$ cat src/rtl/qpu_itcm_ctrl.sv
// ITCM controller: ICB fetch responder with a 2-entry in-order response buffer
// and a program-load write port that takes priority over fetches.
module qpu_itcm_ctrl #(
  parameter int ADDR_WIDTH = 16,
  parameter int DATA_WIDTH = 32,
  parameter int RAM_AW     = 12
) (
  input  logic                  clk,
  input  logic                  rst,
  input  logic                  icb_cmd_valid,
  output logic                  icb_cmd_ready,
  input  logic [ADDR_WIDTH-1:0] icb_cmd_addr,
  output logic                  icb_rsp_valid,
  input  logic                  icb_rsp_ready,
  output logic [DATA_WIDTH-1:0] icb_rsp_rdata,
  output logic                  itcm_nohold,
  input  logic                  ld_wr_valid,
  output logic                  ld_wr_ready,
  input  logic [RAM_AW-1:0]     ld_wr_addr,
  input  logic [DATA_WIDTH-1:0] ld_wr_data,
  output logic                  ram_cs,
  output logic                  ram_we,
  output logic [RAM_AW-1:0]     ram_addr,
  output logic [DATA_WIDTH-1:0] ram_wdata,
  input  logic [DATA_WIDTH-1:0] ram_dout
);

  // Handshakes: a transfer happens on a cycle where valid && ready are both 1;
  // valid never depends on ready, and cmd_ready depends only on registered
  // occupancy plus ld_wr_valid (never on icb_rsp_ready).

  logic                  inflight;
  logic [1:0]            cnt;
  logic                  rd_ptr;
  logic                  wr_ptr;
  logic [DATA_WIDTH-1:0] fifo_mem [2];

  logic [1:0] occupancy;
  logic       ld_act;
  logic       fetch_acc;
  logic       rsp_pop;
  logic       head_pop;
  logic       push;

  // Byte-offset and wrap bits of the fetch address are intentionally ignored.
  logic unused_addr_bits;
  assign unused_addr_bits = ^{icb_cmd_addr[ADDR_WIDTH-1:RAM_AW+2], icb_cmd_addr[1:0]};

  assign occupancy     = cnt + {1'b0, inflight};
  assign ld_wr_ready   = !rst;
  assign ld_act        = ld_wr_valid && !rst;
  assign icb_cmd_ready = !rst && !ld_wr_valid && (occupancy < 2'd2);
  assign fetch_acc     = icb_cmd_valid && icb_cmd_ready;

  assign icb_rsp_valid = (cnt != 2'd0) || inflight;
  assign icb_rsp_rdata = (cnt != 2'd0) ? fifo_mem[rd_ptr] : ram_dout;
  assign rsp_pop       = icb_rsp_valid && icb_rsp_ready;
  assign head_pop      = rsp_pop && (cnt != 2'd0);
  // The SRAM word is only bypassed when the buffer is empty; otherwise it queues.
  assign push          = inflight && !((cnt == 2'd0) && rsp_pop);

  always_comb begin
    ram_cs    = 1'b0;
    ram_we    = 1'b0;
    ram_addr  = '0;
    ram_wdata = '0;
    if (ld_act) begin
      ram_cs    = 1'b1;
      ram_we    = 1'b1;
      ram_addr  = ld_wr_addr;
      ram_wdata = ld_wr_data;
    end else if (fetch_acc) begin
      ram_cs   = 1'b1;
      ram_addr = icb_cmd_addr[RAM_AW+1:2];
    end
  end

  always_ff @(posedge clk or posedge rst) begin
    if (rst) begin
      inflight    <= 1'b0;
      cnt         <= 2'd0;
      rd_ptr      <= 1'b0;
      wr_ptr      <= 1'b0;
      itcm_nohold <= 1'b1;
    end else begin
      inflight <= fetch_acc;
      if (push)     wr_ptr <= ~wr_ptr;
      if (head_pop) rd_ptr <= ~rd_ptr;
      case ({push, head_pop})
        2'b10:   cnt <= cnt + 2'd1;
        2'b01:   cnt <= cnt - 2'd1;
        default: cnt <= cnt;
      endcase
      if (ld_act)         itcm_nohold <= 1'b1;
      else if (fetch_acc) itcm_nohold <= 1'b0;
    end
  end

  // Buffer storage carries no reset; cnt alone says which entries are live.
  always_ff @(posedge clk) begin
    if (push) fifo_mem[wr_ptr] <= ram_dout;
  end

endmodule

$ cat config.mk
export PLATFORM = sky130hd
export DESIGN_NAME = qpu_itcm_ctrl
export DESIGN_NICKNAME = d
export VERILOG_FILES = /design/src/rtl/qpu_itcm_ctrl.sv
export SDC_FILE = /design/constraint.sdc
export NUM_CORES = 1
export LEC_CHECK = 0
export ABC_CLOCK_PERIOD_IN_PS = 3200
export BUFFER_PORTS_ARGS = -buffer_cell sky130_fd_sc_hd__buf_2
export CORE_UTILIZATION = 40
export DETAILED_ROUTE_END_ITERATION = 12
export GPL_ROUTABILITY_DRIVEN = 0
export GPL_TIMING_DRIVEN = 0
export PLACE_DENSITY = 0.79
export RECOVER_POWER = 50
export SYNTH_ARGS = -nofsm -noshare
export SYNTH_HDL_FRONTEND = slang
export SYNTH_SLANG_ARGS = --single-unit
$ cat constraint.sdc
create_clock -name clk -period 3.2 [get_ports clk]
set_input_delay 0.64 -clock clk [delete_from_list [all_inputs] [get_ports clk]]
set_output_delay 0.64 -clock clk [all_outputs]
set_load 0.02 [all_outputs]
== After elaboration in Yosys (flattened, before gate mapping) ==
Memories as Yosys holds them, arrays and structs flattened.
Cells that the tools add are included.

* Bitwise gates (word level): 2
* Add/sub/neg operators: 3
* $lt $le $gt $ge: 1
* Multiplexer cells: 12
* Reduce and logical (&&, ||, !) cells: 16
* Eq/ne operators: 2

{| class="wikitable"
|+ Operators by type and width
! operator !! number
|-
| 32-bit 2-to-1 mux || 2
|-
| 12-bit 2-to-1 mux || 2
|-
| 1-bit logical AND || 8
|-
| 1-bit 2-to-1 mux || 7
|-
| 2-bit nonzero test || 3
|-
| 2-bit one-hot mux with 2 select lines || 1
|-
| 1-bit logical NOT || 3
|-
| 2-bit by 1-bit adder with 2-bit output || 1
|-
| 2-bit by 1-bit adder with 2-bit output, second input constant || 1
|-
| 2-bit by 1-bit == test with 1-bit output, second input constant || 1
|-
| 2-bit == test, second input constant || 1
|-
| 2-bit logical NOT || 1
|-
| 2-bit < comparator, second input constant || 1
|-
| 1-bit inverter || 2
|-
| 2-bit by 1-bit subtractor with 2-bit output, second input constant || 1
|-
| 1-bit logical OR || 1
|}

* Bits in writable memories: 64
* Input bits: 97
* Memories kept: 1
* Register bits after elaboration: 6
* Logic and storage cells: 42

{| class="wikitable"
|+ Memory list
! memory !! words !! bits a word !! read ports !! clocked after Yosys merged registers in !! write ports !! RTL line !! text
|-
| fifo_mem || 2 || 32 || 1 || 0 || 1 || 36 || <nowiki>logic [DATA_WIDTH-1:0] fifo_mem [2];</nowiki>
|}

== Logic depth before layout (Yosys ltp) ==
Gate-level depths: netlist of run 1.

* Depth in word-level cells: 8
* Depth in mapped cells: 6
* Gate-level depth less buffers: 6

== Least setup slack after synthesis of run 1 ==
Ideal clock, no wire load.

* Path kind: input -> register
* Start: input icb_rsp_ready
* End: memory fifo_mem[1][0], enable pin
* Path buffers: 0
* Library setup time: 0.421 ns
* Slack: 0.636 ns
* Stages on the path: 3
* Arrival time: 2.143 ns
* Cell sequence: inv_1 > o21ai_2 > nor2_1

* Longest elaborated chain between the ends: 6

{| class="wikitable"
|+ RTL lines
! item !! RTL line !! text
|-
| start: declaration || 14 || <nowiki>input logic icb_rsp_ready,</nowiki>
|-
| 1-bit logical AND || 57 || <nowiki>assign rsp_pop = icb_rsp_valid && icb_rsp_ready;</nowiki>
|-
| 1-bit logical AND || 60 || <nowiki>assign push = inflight && !((cnt == 2'd0) && rsp_pop);</nowiki>
|-
| 1-bit logical NOT || 60 ||
|-
| 1-bit logical AND || 60 ||
|-
| 1-bit 2-to-1 mux || 101 || <nowiki>if (push) fifo_mem[wr_ptr] <= ram_dout;</nowiki>
|-
| 1-bit 2-to-1 mux (implied by the code) || 101 ||
|-
| end: declaration || 36 ||
|}

Every way passes these cells.

== Worst setup path in the final report of run 1 ==
* Start: register cnt[0]
* End: output ram_addr[1]

* Longest elaborated chain between the ends: 6

{| class="wikitable"
|+ RTL lines
! item !! RTL line !! text
|-
| start: declaration || 33 || <nowiki>logic [1:0] cnt;</nowiki>
|-
| start signal: assignment || 90 || <nowiki>2'b10: cnt <= cnt + 2'd1;</nowiki>
|-
| start signal: assignment || 91 || <nowiki>2'b01: cnt <= cnt - 2'd1;</nowiki>
|-
| start signal: assignment || 92 || <nowiki>default: cnt <= cnt;</nowiki>
|-
| 2-bit by 1-bit adder with 2-bit output || 49 || <nowiki>assign occupancy = cnt + {1'b0, inflight};</nowiki>
|-
| 2-bit < comparator || 52 || <nowiki>assign icb_cmd_ready = !rst && !ld_wr_valid && (occupancy < 2'd2);</nowiki>
|-
| 1-bit logical AND || 52 ||
|-
| 1-bit logical AND || 53 || <nowiki>assign fetch_acc = icb_cmd_valid && icb_cmd_ready;</nowiki>
|-
| named net fetch_acc || 40 || <nowiki>logic fetch_acc;</nowiki>
|-
| 12-bit 2-to-1 mux || 72 || <nowiki>end else if (fetch_acc) begin</nowiki>
|-
| 12-bit 2-to-1 mux || 67 || <nowiki>if (ld_act) begin</nowiki>
|-
| end: declaration || 23 || <nowiki>output logic [RAM_AW-1:0] ram_addr,</nowiki>
|}

The timed path passes the listed nets, and every way through them passes these cells.

==> results of run 1 <==
-- stage by stage --
step | area, µm² | TNS, ns | utilization [%]
3_5_place_dp | 4300 | 0 | 55.1
4_1_cts | 4530 | 0 | 58.0
2_1_floorplan | 3250 | 0 | -
3_3_place_gp | 4250 | -18.44 | 54.4
5_1_grt | 4430 | 0 | 56.7
6_report | 4430 | 0 | 56.7
-- cell type report --
type | instances | share of cell area [%]
flip-flops and latches | 70 | 46.8
multi-input cells | 162 | 23.8
repair buffers | 176 | 19.0
well taps | 102 | 2.88
clock buffers | 9 | 2.80
clock inverters | 7 | 2.37
plain buffers | 17 | 2.03
inverters | 3 | 0.254
diodes | 2 | 0.113
-- per-layer routing --
| layer | wire (µm) | global-route usage, % |
|---|---|---|
| met3 | 656 | 6.97 |
| met2 | 4630 | 37.7 |
| met1 | 3390 | 23.6 |
| met5 | 0 | 0 |
| met4 | 280 | 9.24 |
-- cells by family after synthesis --
| group | synth area share [%] |
|---|---|
| flip-flops | 63.9 |
| AO/OA/AOI/OAI | 9.48 |
| multiplexers | 9.87 |
| buffers and inverters | 3.35 |
| adder cells (fa/ha/maj) | 0.385 |
| XOR/XNOR | 1.35 |
| AND/OR/NAND/NOR | 11.7 |
-- cell usage in the layout (no fill, tap or decap), types with 2 or more instances in the layout --
master	count
a21oi_1	32
a22o_1	12
and2_1	33
buf_2	150
buf_4	4
bufinv_16	2
clkbuf_1	37
clkbuf_2	2
clkbuf_8	9
dfrtp_1	5
diode_2	2
edfxtp_1	64
inv_1	3
inv_6	2
mux2i_1	32
nor2_1	38
xnor2_1	3
xor2_1	2
-- final timing paths --
check,startpoint,end,slack (ns),depth (start not counted)
setup reg to reg,cnt[0],fifo_mem[0][29],0.69,4
setup / recovery,cnt[0],ram_addr[1],0.53,5
hold / removal,rst,cnt[0],0.25,2
min in group clk,wr_ptr,wr_ptr,0.50,1
max in group asynchronous,rst,itcm_nohold,2.68,2
hold reg to reg,wr_ptr,wr_ptr,0.50,1
-- critical path, delay by kind of cell, from the launching register on --
kind	cells	cell delay [ns]
buf+inv	2	0.55
compound gates	2	0.46
flops	1	0.45
simple gates	1	0.23
-- state kept, by name, summed over array words and instances (netlist names) --
signal,count
cnt,2
fifo_mem,64
inflight,1
itcm_nohold,1
rd_ptr,1
wr_ptr,1
-- power by group through the flow --
stage	Sequential [mW]	Combinational, mW	Clock [mW]
4_1_cts	1.13	1.59	0.835
2_1_floorplan	1.14	1.06	0
3_3_place_gp	1.15	1.55	0
6_report	1.13	1.55	0.821
3_5_place_dp	1.15	1.58	0
5_1_grt	1.14	1.68	0.870
==> metrics.md, run 1 <==
| Metric | Value |
|---|---|
| Status | `complete, no violations` |
| CTS tree | `done` |
| Clock transition at the registers of the reported paths | `0.08 ns` |
| Overall Global Routing Usage | `21.5%` |
| Async set or reset register ratio after synthesis | `8.57%` |
| Post-Syn Instances | `252` |
| Seq. cell area | `2070 µm²` |
| Post-Syn Nets | `350` |
| Critical path, cell by cell | `and3_1, o211a_1, clkbuf_1, a22o_1, buf_2` |
| CTS resizes | `0` |
| Tightest Hold Check Type | `in -> async` |
| First-pass GRT wire length | `13500 µm` |
| Num ports | `179` |
| Pins over their slew limit | `0` |
| Hold Slack | `0.249 ns` |
| Filler cells | `707` |
| Sw Pwr | `1.39 mW` |
| Port Buf Inserts | `174` |
| Post-synthesis sequential area ratio | `63.9%` |
| Layout Nets | `537` |
| Pre-CTS setup slack | `0.795 ns` |
| Critical path data required time | `2.56 ns` |
| CP max FO | `10` |
| Layout Skew | `0.00668 ns` |
| Post-synth top area share | `59.2%` |
| Layout cells sized above 1 | `39.4%` |
| Clock Path Buffers | `2` |
| Area of the multi-input gates | `1050 µm²` |
| Drt via density | `4.86` |
| Die X | `92.1 µm` |
| Largest area contributor in the netlist | `edfxtp_1` |
| Starting DRT DRC Count | `91` |
| Main synth FF type | `edfxtp_1` |
| Drt first pass iters | `4` |
| Net Sw Frac | `39.8%` |
| Die Ht | `92.1 µm` |
| Relative slew slack | `53.0%` |
| Full die area | `8480 µm²` |
| Post-DRT Antenna Nets | `0` |
| Most frequent cell after synthesis | `edfxtp_1` |
| Final WL | `8960 µm` |
| Pwr dens | `789 nW/µm²` |
| Synth cell types | `25` |
| Area growth syn-to-layout | `36.4%` |
| Final worst slack | `0.527 ns` |
| Drt drc | `0` |
| EDFF count, synth | `64` |
| Non-filler cells, final | `548` |
| Pleak | `1.99 nW` |
| CTS buffer count | `9` |
| Fin. Hold Viols | `0` |
| Endpoint class of the critical path | `output port` |
| Crit path largest cell delay | `0.45 ns` |
| Power after layout | `3.49 mW` |
| Htree depth | `3` |
| Initial Util | `41.6%` |
| Cell Area, Synth | `3250 µm²` |
| Wirelength per Cell | `16.3 µm` |
| Combinational Power Share | `44.2%` |
| Gr ovfl total | `0` |
| Crit start category | `flop` |
| Clock power frac | `23.5%` |
| Skew-Pair Late Insertion Delay | `0.34 ns` |
| Clk root buf | `clkbuf_8` |
| CP max-delay cell | `dfrtp_1` |
| CTS Hold Buffers Added | `0` |
| #FFs+latches synth | `70` |
| Post-CTS setup repair buffer count | `0` |
| Largest net degree at the start of global routing | `27` |
| RSZ-0062 raised after global routing | `no` |
| Pint | `2.10 mW` |
| Yosys synthesis warning count | `0` |
| VDD IR max | `0.369 mV` |
| CP Data Arrival Time | `2.03 ns` |
| Minimum clock period | `2.67 ns` |
| Setup violators final | `0` |
| Max Clock Freq | `374 MHz` |
| Avg Synthesized Cell Area | `12.9 µm²` |
| Core Footprint | `7810 µm²` |
| Vias | `2663` |
| MaxCap Viol Count | `0` |
| Post-synth top cells | `edfxtp_1 (64), nor2_1 (38), and2_1 (33)` |
| CP Class | `reg -> out` |
| Inst Count DP | `530` |
| Worst-margin pin slew | `0.705 ns` |
| HPWL after DPL | `6690 µm` |
| Std-Cell Rows | `32` |
| Initial antenna violation count | `2` |
| Clock sinks | `70` |
| Top area cells in the synthesized netlist | `edfxtp_1 (59%), mux2i_1 (9.9%), and2_1 (6.4%)` |
| Crit share post-route | `83.5%` |
| Number of global-route vias before repair | `2679` |
| Seq pwr share | `32.3%` |
Power figures use the tool's default switching activity.
==> run 2: changes to the inputs <==
--- a/config.mk
+++ b/config.mk
@@ -5,13 +5,14 @@
 export SDC_FILE = /design/constraint.sdc
 export NUM_CORES = 1
 export LEC_CHECK = 0
-export ABC_CLOCK_PERIOD_IN_PS = 3200
+export ABC_AREA = 1
+export ABC_CLOCK_PERIOD_IN_PS = 2400
 export BUFFER_PORTS_ARGS = -buffer_cell sky130_fd_sc_hd__buf_2
 export CORE_UTILIZATION = 40
 export DETAILED_ROUTE_END_ITERATION = 12
 export GPL_ROUTABILITY_DRIVEN = 0
 export GPL_TIMING_DRIVEN = 0
-export PLACE_DENSITY = 0.79
+export PLACE_DENSITY = 0.81
 export RECOVER_POWER = 50
 export SYNTH_ARGS = -nofsm -noshare
 export SYNTH_HDL_FRONTEND = slang
==> constraint.sdc (replaced) <==
create_clock -name clk -period 2.4 [get_ports clk]
set_input_delay 0.48 -clock clk [delete_from_list [all_inputs] [get_ports clk]]
set_output_delay 0.48 -clock clk [all_outputs]
set_load 0.02 [all_outputs]
==> metrics.md, run 2 <==
| Metric | Value |
|---|---|
| Yosys synthesis warning count | `0` |
| Clock Path Buffers | `2` |
| Critical path data required time | `1.92 ns` |
| Setup slack, reg-to-reg | `0.26 ns` |
| Layout cells sized above 1 | `30.2%` |
| Port Buf Inserts | `174` |
| CP Class | `reg -> out` |
| Worst-margin pin slew | `0.826 ns` |
| Commonest non-fill, non-tap cell in the layout | `buf_2` |
| CTS buffer count | `9` |
| Non-filler cells, final | `681` |
| Avg Synthesized Cell Area | `8.93 µm²` |
| Largest Register | `fifo_mem` |
| Clk root buf | `clkbuf_8` |
| Layout Nets | `669` |
| Top area cells in the synthesized netlist | `edfxtp_1 (56%), nand2_1 (11%), o21ai_0 (8.5%)` |
| RSZ-0062 raised after global routing | `no` |
| Post-synth top area share | `56.1%` |
| Clock sinks | `70` |
| Pins over their slew limit | `0` |
| Pwr dens | `995 nW/µm²` |
| CTS tree | `done` |
| Drt drc | `0` |
| Endpoint class of the critical path | `output port` |
| Wirelength per Cell | `13.3 µm` |
| #FFs+latches synth | `70` |
| Fin. Hold Viols | `0` |
| Commonest non-fill, non-tap cells in the layout | `buf_2 (142), nand2_1 (97), inv_1 (71)` |
| Max reg flops | `64` |
| Number of global-route vias before repair | `2982` |
| Final WL | `9060 µm` |
| Top flop regs | `fifo_mem (64), cnt (2)` |
| Skew-Pair Late Insertion Delay | `0.35 ns` |
| MaxCap Viol Count | `0` |
| Std-Cell Rows | `33` |
| Largest area contributor in the netlist | `edfxtp_1` |
| Post-synth top cells | `nand2_1 (97), inv_1 (72), edfxtp_1 (64)` |
| Status | `complete, no violations` |
| Vias | `3193` |
| Reg-to-reg startpoint | `cnt[0]` |
| Crit start category | `flop` |
| Max Clock Freq | `451 MHz` |
| Drt via density | `4.69` |
| # diodes | `0` |
| Async set or reset register ratio after synthesis | `8.57%` |
| CP max FO | `10` |
| Pleak | `2.29 nW` |
| VDD IR max | `0.308 mV` |
| Crit share post-route | `92.4%` |
| Die Ht | `94.6 µm` |
| HPWL after DPL | `6830 µm` |
| Synth cell types | `21` |
| Filler cells | `772` |
| Minimum clock period | `2.22 ns` |
| Clock transition at the registers of the reported paths | `0.07 ns` |
| Post-Syn Nets | `482` |
| Initial antenna violation count | `0` |
| Post-DRT Antenna Nets | `0` |
| Gr ovfl total | `0` |
| Most frequent cell after synthesis | `nand2_1` |
| Tightest Hold Check Type | `in -> async` |
| Area growth syn-to-layout | `35.8%` |
| Core Footprint | `8260 µm²` |
| Hold Slack | `0.0605 ns` |
| Fin util | `56.4%` |
| Inst Count DP | `665` |
| Reg2reg path depth | `6` |
| Initial Util | `41.5%` |
| First-pass GRT wire length | `13800 µm` |
| Num ports | `179` |
| Starting DRT DRC Count | `115` |
| CP Data Arrival Time | `1.74 ns` |
| Post-Syn Instances | `384` |
| EDFF count, synth | `64` |
| Drt first pass iters | `4` |
| Relative slew slack | `44.9%` |
| Post-synthesis sequential area ratio | `60.5%` |
| Worst reg2reg path endpoint | `fifo_mem[0][21]` |
| CTS Hold Buffers Added | `0` |
| Main synth FF type | `edfxtp_1` |
| Die X | `94.6 µm` |
| Htree depth | `3` |
| Layout Skew | `0.00664 ns` |
| Full die area | `8950 µm²` |
| Largest net degree at the start of global routing | `22` |
| Cell Area, Synth | `3430 µm²` |
| Overall Global Routing Usage | `20.6%` |
| Setup violators final | `0` |
==> run 2: cell count changes after synthesis, moves of 12 or more <==
cell	delta
nand2_1	+97
a22o_1	-12
o21ai_0	+58
inv_1	+69
and2_1	-33
mux2i_1	-32
nand3_1	+13
a21oi_1	-31
==> run 2: layer usage <==
| layer | share of wire, % | wire, µm | vias to the layer above | track usage [%] |
|---|---|---|---|---|
| met5 | 0 | 0 | - | 0 |
| met4 | 1.9 | 176 | 0 | 6.94 |
| met3 | 6.2 | 560 | 16 | 5.88 |
| met2 | 52 | 4750 | 138 | 37.4 |
| met1 | 39 | 3570 | 1447 | 23.1 |
| li1 | - | - | 1592 | - |
==> run 2: stage by stage <==
step                      worst slack (ns)  instance area (µm²)  total power, mW  setup TNS, ns
after floorplan                     -0.227                 3430             2.89         -14.55
after global placement               -1.12                 4430             3.61         -71.03
after detailed placement            0.0601                 4500             3.68              0
after CTS                           0.0533                 4710             4.68              0
after global routing                0.0317                 4660             4.94              0
final                                0.181                 4660             4.63              0
==> run 2: layout make-up <==
class	instances	area [µm²]	share of cell area [%]
Sequential cell	70	2070	44.6
Multi-Input combinational cell	222	976	21.0
Timing Repair Buffer	176	878	18.9
Inverter	72	274	5.89
Clock buffer	11	131	2.82
Tap cell	105	131	2.82
Buffer	20	116	2.50
Clock inverter	5	73.8	1.59
==> run 2: report_power, final <==
group	switching, mW	internal (mW)
sequential	0.0546	1.44
clock	0.411	0.579
combinational	1.45	0.698
total	1.92	2.72
==> run 2: worst max path at each step <==
stage / start / endpoint / slack (ns) / depth (start not counted)
detailed placement: rst / ram_addr[7] / 0.06 / 8
floorplan: cnt[0] / fifo_mem[1][0] / -0.23 / 5
global route: cnt[1] / fifo_mem[0][26] / 0.03 / 6
global placement: cnt[0] / fifo_mem[1][16] / -1.12 / 5
finish: cnt[0] / icb_rsp_rdata[4] / 0.18 / 4
CTS: cnt[0] / icb_rsp_rdata[31] / 0.05 / 5
==> run 2: logic make-up (layout without fill, tap and decap cells) <==
logic type      after synthesis  after routing  share of synthesized area [%]
buf+inv                      92            284                           11.2
xor+xnor                      4              4                           1.02
flops                        70             70                           60.5
compound gates               66             66                           9.74
fa+ha+maj                     1              1                          0.365
simple gates                151            151                           17.2
==> run 2: critical path, cell delays in order (launching register included) <==
cell and delay (ns):
dfrtp_2 0.45, nor2_2 0.19, buf_1 0.39, o21ai_0 0.18, buf_2 0.19
==> run 2: what timing repair did <==
item / 4_1_cts / 5_1_grt
endpoints found under the hold margin: 0 / 0
setup buffers: 0 / 0
resized for setup: 0 / 10
endpoints found under the setup margin: 0 / 37
